<file path="config.mk">
export PLATFORM = sky130hd
export DESIGN_NAME = tg_bp_gen
export DESIGN_NICKNAME = d
export VERILOG_FILES = /design/src/rtl/tg_bp_gen.sv
export SDC_FILE = /design/constraint.sdc
export NUM_CORES = 1
export LEC_CHECK = 0
export BUFFER_PORTS_ARGS = -buffer_cell sky130_fd_sc_hd__buf_2
export CORE_UTILIZATION = 59
export CTS_CLUSTER_DIAMETER = 30
export DETAILED_ROUTE_END_ITERATION = 10
export PLACE_DENSITY = 0.85
export SYNTH_ARGS = -nofsm -noshare
export SYNTH_HDL_FRONTEND = slang
export SYNTH_SLANG_ARGS = --single-unit
export TNS_END_PERCENT = 20
</file>
<file path="constraint.sdc">
create_clock -name clk -period 5.7 [get_ports clk]
set_input_delay 0.57 -clock clk [delete_from_list [all_inputs] [get_ports clk]]
set_output_delay 0.57 -clock clk [all_outputs]
set_load 0.02 [all_outputs]
</file>
<file path="src/rtl/tg_bp_gen.sv">
// TREADY backpressure pattern: M cycles ready, N cycles not ready, repeating.
module tg_bp_gen (
  input  logic        clk,
  input  logic        rst,
  input  logic        clear,
  input  logic [15:0] M,
  input  logic [15:0] N,
  output logic        ready
);

  logic [15:0] phase_q, phase_d;
  logic [15:0] m_q, n_q;
  logic [15:0] m_eff, n_eff;
  logic        ready_q, ready_d;

  // Next phase and ready. At phase 0 the live M/N are used and captured, so a
  // change only takes effect once the current period has wrapped.
  always_comb begin
    m_eff   = (phase_q == 16'd0) ? M : m_q;
    n_eff   = (phase_q == 16'd0) ? N : n_q;
    ready_d = 1'b1;
    phase_d = '0;
    if (m_eff != 16'd0 && n_eff != 16'd0) begin
      ready_d = (phase_q < m_eff);
      if ({1'b0, phase_q} == ({1'b0, m_eff} + {1'b0, n_eff} - 17'd1)) begin
        phase_d = '0;
      end else begin
        phase_d = phase_q + 16'd1;
      end
    end
  end

  // Phase counter, captured period configuration and registered ready.
  always_ff @(posedge clk or negedge rst) begin
    if (!rst) begin
      phase_q <= '0;
      m_q     <= '0;
      n_q     <= '0;
      ready_q <= 1'b0;
    end else if (clear) begin
      phase_q <= '0;
      ready_q <= 1'b0;
    end else begin
      phase_q <= phase_d;
      ready_q <= ready_d;
      if (phase_q == 16'd0) begin
        m_q <= M;
        n_q <= N;
      end
    end
  end

  assign ready = ready_q;

endmodule

</file>
**Word level (Yosys, flattened, before mapping)**

Cells that the tools add are included.

- Flip-flop bits (word level): 49
- Input port bits: 35
- Output and inout bits: 1
- Word-level logic and storage cells: 20

- Add/sub/neg operators: 3
- $lt $le $gt $ge: 1
- Equal/unequal tests: 1
- Multiplexer cells: 7
- Reductions and logical operators: 4

Operators by type and width:

| cell | number |
|---|---|
| $mux 16 | 5 |
| $reduce_bool 16->1 | 2 |
| $add 16x16->17 | 1 |
| $eq 16x17->1 | 1 |
| $sub 17x1->17 const B | 1 |
| $add 16x1->16 const B | 1 |
| $logic_not 16->1 | 1 |
| $lt 16x16->1 | 1 |
| $mux 1 | 2 |
| $logic_and 1x1->1 | 1 |

**Depth between registers and ports, before layout**

Gate-level depths: netlist (run 1).

- Depth after elaboration: 8
- Depth in mapped cells: 20
- Mapped depth without buffers: 17

**Least setup slack after synthesis (run 1)**

No wires, ideal clock.

- Path type: flip-flop to flip-flop
- Start: register phase_q[0]
- End: register phase_q[10]
- Setup time: 0.137 ns
- Arrival time: 4.543 ns
- Required time: 5.563 ns
- Path slack: 1.020 ns
- Cell stages (with the launch flop): 21
- Buffers on the path: 5
- Clock period less this slack: 4.680 ns
- Path through: dfrtp_1 inv_1 ha_1 nor4b_2 nand4_1 buf_2 buf_2 buf_2 mux2i_1 ha_1 inv_1 ha_1 buf_2 a21oi_1 nand2_1 a211oi_1 o21ai_0 or4_1 nor4_2 buf_2 a21oi_1

- Word-level cells in the longest chain between the ends: 8
- Elaborated cells on any way between the ends: 13
- Those cells by class: add/sub (3); eq/ne (1); mux (5); reduce/logical (4)

RTL lines:

| item | RTL line | text |
|---|---|---|
| from (decl) | 11 | `logic [15:0] phase_q, phase_d;` |
| from (signal assigned) | 44 | `phase_q <= phase_d;` |
| $logic_not 16->1 | 19, 20 |  |
| $mux 16 | -- |  |
| $add 16x16->17 | 25 | `if ({1'b0, phase_q} == ({1'b0, m_eff} + {1'b0, n_eff} - 17'd1)) begin` |
| $sub 17x1->17 | 25 |  |
| $eq 16x17->1 | 25 |  |
| $mux 16 | 25 |  |
| $mux 16 * | 23 | `if (m_eff != 16'd0 && n_eff != 16'd0) begin` |
| $mux 16 * | 40 | `end else if (clear) begin` |

Mark *: on every way between the ends. The rest lies on a longest branch, timed or not.
A chain may end at the register's enable or synchronous reset.

**Worst setup path after layout (run 1)**

- Start: register phase_q[0]
- End: register phase_q[1]

Same word-level chain as after synthesis.

==> results of run 1 <==
-- cells in the final DEF, fill, tap and decap left out, types with 3 or more instances in the layout --
cell type,count
o31ai_1,3
a21oi_1,67
buf_4,5
nand3_1,17
xor2_1,10
nor3_1,4
nor4_1,9
nor3b_1,4
a211oi_1,4
or4_1,4
nor2b_1,6
o211ai_1,4
nand4_1,28
nand2_1,16
ha_1,46
buf_2,35
and3_1,3
inv_1,38
a21o_1,13
nand2b_1,5
o21ai_0,17
or3_1,5
nor4_2,3
xnor2_1,22
nor2_1,46
clkbuf_8,6
mux2i_1,33
dfrtp_1,49
-- worst max-delay path, cell delays in order (launching register included) --
cell,delay [ns]
dfrtp_1,0.48
inv_1,0.10
ha_1,0.20
nor4b_2,0.15
nand4_1,0.08
buf_4,0.50
mux2i_1,0.44
ha_1,0.31
inv_1,0.07
ha_1,0.31
a21oi_1,0.37
nand2_1,0.10
a211oi_1,0.50
o21ai_0,0.17
or4_1,0.47
nor4_2,0.20
buf_4,0.26
a211oi_1,0.11
-- cell type report --
| type | count | area, µm² |
|---|---|---|
| clock buffers | 6 | 82.6 |
| clock inverters | 2 | 37.5 |
| fillers | 624 | 2540 |
| inverters | 39 | 146 |
| multi-input cells | 398 | 2840 |
| flip-flops and latches | 49 | 1230 |
| well taps | 99 | 124 |
| repair buffers | 40 | 213 |
-- cell families (layout without fill, tap and decap cells) --
group / count (synthesis) / after routing / share of synthesized area [%]
flops: 49 / 49 / 28.0
fa+ha+maj: 47 / 47 / 13.6
buf+inv: 70 / 87 / 6.98
xor+xnor: 32 / 32 / 6.41
compound gates: 128 / 128 / 17.6
simple gates: 156 / 156 / 19.3
mux: 35 / 35 / 8.07
-- path summary, 6_finish.rpt --
kind	endpoint	slack, ns	depth (start not counted)
max in group asynchronous	phase_q[10]$_DFF_PN0_	4.91	2
setup reg to reg	phase_q[1]$_DFF_PN0_	0.72	17
min in group clk	n_q[14]$_DFFE_PN0N_	0.55	2
hold reg to reg	n_q[14]$_DFFE_PN0N_	0.55	2
setup / recovery	phase_q[1]$_DFF_PN0_	0.72	17
hold / removal	n_q[9]$_DFFE_PN0N_	0.35	2
-- Yosys cell counts (all sizes together), types with 5 or more instances --
master  count
a21oi      67
nand2b      5
o21ai      17
clkbuf     16
nor2b       6
nand4      28
ha         46
or3         5
nor4       12
nor2       46
mux2i      33
nand2      16
nand3      17
dfrtp      49
buf        15
a21o       13
inv        39
xor2       10
xnor2      22
-- stage by stage --
step | hold WS, ns | area, µm² | utilization (%) | worst slack (ns)
floorplan | 0.274 | 4370 | - | 1.02
global placement | 0.511 | 4550 | 63.1 | 1.01
detailed placement | 0.524 | 4550 | 63.1 | 0.875
CTS | 0.387 | 4670 | 64.7 | 0.828
global route | 0.421 | 4670 | 64.7 | 0.470
finish | 0.345 | 4670 | 64.7 | 0.723
-- flip-flops by register name, indices dropped and copies added (netlist names) --
register and cells:
m_q 16, ready 1, phase_q 16, n_q 16
-- metal layers --
metal | GRT usage (%) | vias up | share of wire, %
met5 | 0 | - | 0
met4 | 10.1 | 0 | 2.6
met3 | 5.28 | 26 | 8.0
met2 | 50.0 | 195 | 47
met1 | 43.5 | 1940 | 42
li1 | - | 1914 | -
==> results.cfg, run 1 <==
[yosys]
ys_types = 52
synth_edf_count = 0
post-synth-top-area-fraction_pct = 28.0
synthArstFlopShare_pct = 100
syn_area_mm2 = 0.00437
yosys_warnings = 0
synth_top_area_cell = dfrtp_1
avgSynthCellArea_um2 = 8.46
synth_top_flop_cell = dfrtp_1
synthCells = 517
syn_nets = 599
synthTopCellsByArea = dfrtp_1 (28%), ha_1 (13%), a21oi_1 (7.7%), mux2i_1 (7.6%), xnor2_1 (4.4%)
ys_ff_latch = 49
ys_seq_area_share_pct = 28.0

[worst_setup_path]
r2r_start = phase_q[0]$_DFF_PN0_
critPathMaxFanout = 39
end_kind = flip-flop
crit_arrival_ns = 5.16
worstPathRequired_ns = 5.89
critPathLaunch = phase_q[0]$_DFF_PN0_
critical_path_class = reg -> reg
start_kind = flip-flop

[timing]
setup_viol = 0
max_freq_mhz = 201
setup_tns_ns = 0
final_hold_viol_count = 0
slew_headroom_pct = 25.7
layout_worst_path_cycle_share_pct = 87.3
period_needed_ns = 4.98
slew_violations = 0
skew_ns = 0.00278
worst_pin_slew_ns = 1.11
rsz0062_at_grt = false

[drt]
dr_total_vias = 4075
drc = 0
ant_nets = 0
wl_per_cell_um = 19.1
drt_pre_antenna_iters = 5
drt_iter0_markers = 299
vias_per_cell = 6.44
drt-total-wl_um = 12100

[floorplan]
die_area_mm2 = 0.00776
fp.dieH_um = 88.1
die_w_um = 88.1
initial_core_util_pct = 60.6
rows = 31
core_area_mm2 = 0.00721
io_pins = 36

[clock_tree]
postCtsSetupRepairBufs = 0
cts-resized-gates = 0
cts_root_buf = clkbuf_8
clkLatencyLatePin_ns = 0.31
cts_inserted_buffers = 5
clk_path_buf_depth = 2
tritoncts = yes
clkTransAtPathRegs_ns = 0.09
h-tree-depth = 2
numClockSinks = 49
hold_buffers = 0

[placed_design]
gp_congestion = 0.904
dpl.hpwl_um = 9050
io_buffers = 35
dp_cells = 625

[global_route]
overflow = 0
grt_pass1_wl_um = 18500
antenna_found_initial = 0
grt_pass1_vias = 3694
grt_max_degree = 75
grtUsageTotal_pct = 31.4

[finish]
antenna_cells = 0
fin_cells = 633
syn_to_final_growth_pct = 6.81
nets = 615
layout-drive-gt1-share_pct = 10.9

[min_path]
hold_class = in -> async

[status]
status = finished clean

[flow_run]
drv_cap = 0
Power of run 1 is not shown: default switching activity piles up to over one toggle a cycle in this logic, so the estimate is an artifact.
==> inputs of run 2 (changes only) <==
--- a/config.mk
+++ b/config.mk
@@ -6,6 +6,7 @@
 export NUM_CORES = 1
 export LEC_CHECK = 0
 export BUFFER_PORTS_ARGS = -buffer_cell sky130_fd_sc_hd__buf_2
+export CORE_MARGIN = 2
 export CORE_UTILIZATION = 59
 export CTS_CLUSTER_DIAMETER = 30
 export DETAILED_ROUTE_END_ITERATION = 10
==> results.cfg, run 2 (synthesis results as in run 1) <==
[timing]
rsz0062_at_grt = false
slew_violations = 0
whs_ns = 0.357
slew_headroom_pct = 24.0
setup_viol = 0
finalWorstSetupSlack_ns = 0.627
worst_pin_slew_ns = 1.14
skew_ns = 0.00783
setup_tns_ns = 0
period_needed_ns = 5.07
max_freq_mhz = 197
final_hold_viol_count = 0
layout_worst_path_cycle_share_pct = 89.0

[finish]
layout-drive-gt1-share_pct = 10.8
top_regs = m_q (16), n_q (16), phase_q (16)
syn_to_final_growth_pct = 6.24
final_common_cell = a21oi_1
layout_common_cells = a21oi_1 (67), dfrtp_1 (49), nor2_1 (46), ha_1 (46), inv_1 (38)
nets = 616
antenna_cells = 0

[clock_tree]
clkLatencyLatePin_ns = 0.31
clkTransAtPathRegs_ns = 0.09
tritoncts = yes
cts-resized-gates = 0
postCtsSetupRepairBufs = 0
numClockSinks = 49
hold_buffers = 0
h-tree-depth = 2
clk_path_buf_depth = 2
cts_root_buf = clkbuf_8
cts_inserted_buffers = 5

[worst_setup_path]
critical_path_class = reg -> reg
end_kind = flip-flop
crit_arrival_ns = 5.26
worstPathRequired_ns = 5.89
critPathMaxFanout = 23
start_kind = flip-flop

[placed_design]
gp_congestion = 0.945
pre_cts_ws_ns = 0.822
io_buffers = 35
dpl.hpwl_um = 8830

[drt]
drt-total-wl_um = 11900
wl_per_cell_um = 18.7
ant_nets = 0
drt_iter0_markers = 452
dr_total_vias = 4190
drc = 0
vias_per_cell = 6.61
drt_pre_antenna_iters = 5

[global_route]
grt_pass1_vias = 3809
overflow = 0
grt_max_degree = 75
grtUsageTotal_pct = 28.9
grt_pass1_wl_um = 19100
antenna_found_initial = 0

[floorplan]
rows = 31
fp.dieH_um = 90.1
io_pins = 36
core_area_mm2 = 0.00721
die_area_mm2 = 0.00811
initial_core_util_pct = 60.6
die_w_um = 90.1

[flow_run]
drv_cap = 0

[status]
status = finished clean

[min_path]
hold_class = in -> async
[run 2: final timing paths]
path	from	to	slack (ns)	depth (start not counted)
hold / removal	rst	n_q[8]$_DFFE_PN0N_	0.36	2
setup reg to reg	phase_q[0]$_DFF_PN0_	phase_q[10]$_DFF_PN0_	0.63	18
max in group asynchronous	rst	phase_q[6]$_DFF_PN0_	4.92	2
setup / recovery	phase_q[0]$_DFF_PN0_	phase_q[10]$_DFF_PN0_	0.63	18
min in group clk	n_q[14]$_DFFE_PN0N_	n_q[14]$_DFFE_PN0N_	0.54	2
hold reg to reg	n_q[14]$_DFFE_PN0N_	n_q[14]$_DFFE_PN0N_	0.54	2
[run 2: stage by stage]
| step | cell area, µm² | cells | utilization, % |
|---|---|---|---|
| CTS | 4640 | 634 | 64.4 |
| global placement | 4560 | 626 | 63.2 |
| finish | 4640 | 634 | 64.4 |
| detailed placement | 4560 | 626 | 63.2 |
| floorplan | 4370 | 517 | - |
| global route | 4640 | 634 | 64.4 |
[run 2: per-layer routing]
layer	routed length [µm]	track usage (%)	vias to the layer above	part of all wire, %
met4	329	7.56	0	2.8
met1	5010	42.1	1973	42
li1	-	-	1914	-
met2	5450	45.1	264	46
met5	0	0	-	0
met3	1050	4.36	39	8.9
[run 2: critical path, stage by stage, from the launching register on]
cell	delay, ns
dfrtp_1	0.48
inv_1	0.11
ha_1	0.21
nor4b_2	0.15
nand4_1	0.08
buf_4	0.26
buf_4	0.39
mux2i_1	0.48
ha_1	0.32
inv_1	0.06
ha_1	0.32
a21oi_1	0.35
nand2_1	0.08
a211oi_1	0.48
o21ai_0	0.18
or4_1	0.44
nor4_2	0.17
buf_4	0.26
a21oi_1	0.10
[run 2: area by class of cell]
cell class	instances	area [µm²]
multi-input cells	398	2840
fillers	613	2570
flip-flops and latches	49	1230
repair buffers	41	220
inverters	39	146
well taps	99	124
clock buffers	6	72.6
clock inverters	2	15.0
Power of run 2 is left out for the same reason.
==> inputs of run 3 (changes only) <==
==> constraint.sdc (replaced) <==
create_clock -name clk -period 5.59 [get_ports clk]
set_input_delay 0.559 -clock clk [delete_from_list [all_inputs] [get_ports clk]]
set_output_delay 0.559 -clock clk [all_outputs]
set_load 0.02 [all_outputs]
==> results.cfg, run 3 (synthesis results as in run 1) <==
[placed_design]
gp_congestion = 0.970
io_buffers = 35
dpl.hpwl_um = 9130
dpl_cell_area_mm2 = 0.00455
dp_cells = 625

[floorplan]
die_w_um = 90.1
die_area_mm2 = 0.00811
fp.dieH_um = 90.1
io_pins = 36
initial_core_util_pct = 60.6
core_area_mm2 = 0.00721
rows = 31

[global_route]
antenna_found_initial = 0
overflow = 0
grt_max_degree = 75
grt_pass1_wl_um = 19500
grtUsageTotal_pct = 29.5
grt_pass1_vias = 3954

[clock_tree]
cts_root_buf = clkbuf_8
clkTransAtPathRegs_ns = 0.09
h-tree-depth = 2
clkLatencyLatePin_ns = 0.31
cts-resized-gates = 0
clk_path_buf_depth = 2
numClockSinks = 49
tritoncts = yes
cts_inserted_buffers = 5
hold_buffers = 0
postCtsSetupRepairBufs = 0

[timing]
setup_tns_ns = 0
max_freq_mhz = 203
rsz0062_at_grt = false
period_needed_ns = 4.92
layout_worst_path_cycle_share_pct = 88.0
final_hold_viol_count = 0
whs_ns = 0.326
worst_pin_slew_ns = 1.12
slew_violations = 0
skew_ns = 0.00590
slew_headroom_pct = 25.5
setup_viol = 0

[drt]
wl_met3_um = 882
routed.top_layer = met4
drt_iter0_markers = 271
wl_met1_um = 5140
dr_total_vias = 4088
vias_per_cell = 6.46
drt-total-wl_um = 11900
drc = 0
wl_met2_um = 5540
drt_pre_antenna_iters = 7
ant_nets = 0
wl_per_cell_um = 18.9

[worst_setup_path]
crit_chain = inv_1 > ha_1 > nor4b_2 > nand4_1 > buf_4 > mux2i_1 > ha_1 > inv_1 > ha_1 > a21oi_1 > nand2_1 > a211oi_1 > o21ai_0 > or4_1 > nor4_2 > buf_4 > a211oi_1
crit_family = compound AO/OA/AOI/OAI gates
cp_slowest_stage_delay_ns = 0.51
critical_path_class = reg -> reg
r2r_start = phase_q[0]$_DFF_PN0_
worstPathRequired_ns = 5.78
rr_endpoint = phase_q[1]$_DFF_PN0_
ff2ff_setup_slack_ns = 0.67
critPathMaxFanout = 39
critPathSlowestCell = mux2i_1
worst_r2r_path_depth = 17
crit_arrival_ns = 5.11
end_kind = flip-flop
crit_top_cell = ha_1
start_kind = flip-flop
path_buf_inv = 4

[finish]
antenna_cells = 0
fin_cells = 633
fin_area_mm2 = 0.00467
layout_common_cells = a21oi_1 (67), dfrtp_1 (49), nor2_1 (46), ha_1 (46), inv_1 (38)
nets = 615
final_common_cell = a21oi_1
layout-drive-gt1-share_pct = 10.9
syn_to_final_growth_pct = 6.81
top_regs = m_q (16), n_q (16), phase_q (16)

[flow_run]
drv_cap = 0

[min_path]
hold_class = in -> async

[status]
status = finished clean
[run 3: layer usage]
layer / GRT usage (%) / vias up
met4: 11.8 / 0
met5: 0 / -
met1: 39.7 / 1963
met3: 4.78 / 36
li1: - / 1914
met2: 47.7 / 175
[run 3: metrics by stage]
| step | utilization (%) | worst slack [ns] |
|---|---|---|
| floorplan | - | 0.910 |
| global placement | 63.1 | 0.867 |
| detailed placement | 63.1 | 0.813 |
| CTS | 64.7 | 0.785 |
| global route | 64.7 | 0.435 |
| finish | 64.7 | 0.670 |
[run 3: worst max path at each step]
stage | startpoint | to | slack, ns | cells past startpoint
2_1_floorplan | phase_q[0]$_DFF_PN0_ | phase_q[10]$_DFF_PN0_ | 0.91 | 20
3_3_place_gp | phase_q[0]$_DFF_PN0_ | phase_q[1]$_DFF_PN0_ | 0.87 | 17
3_5_place_dp | phase_q[0]$_DFF_PN0_ | phase_q[1]$_DFF_PN0_ | 0.81 | 17
4_1_cts | phase_q[0]$_DFF_PN0_ | phase_q[1]$_DFF_PN0_ | 0.79 | 17
5_1_grt | phase_q[0]$_DFF_PN0_ | phase_q[14]$_DFF_PN0_ | 0.44 | 17
6_report | phase_q[0]$_DFF_PN0_ | phase_q[1]$_DFF_PN0_ | 0.67 | 17
[run 3: final cells by class]
type / count / area, µm²
clock inverters: 2 / 37.5
fillers: 597 / 2540
multi-input cells: 398 / 2840
inverters: 39 / 146
clock buffers: 6 / 82.6
well taps: 99 / 124
repair buffers: 40 / 213
flip-flops and latches: 49 / 1230
[run 3: worst reg2reg max path: stages, from the launching register on]
cell	delay, ns
dfrtp_1	0.47
inv_1	0.09
ha_1	0.19
nor4b_2	0.15
nand4_1	0.08
buf_4	0.50
mux2i_1	0.53
ha_1	0.32
inv_1	0.06
ha_1	0.31
a21oi_1	0.35
nand2_1	0.10
a211oi_1	0.47
o21ai_0	0.16
or4_1	0.44
nor4_2	0.20
buf_4	0.27
a211oi_1	0.11
Power of run 3 is left out for the same reason.
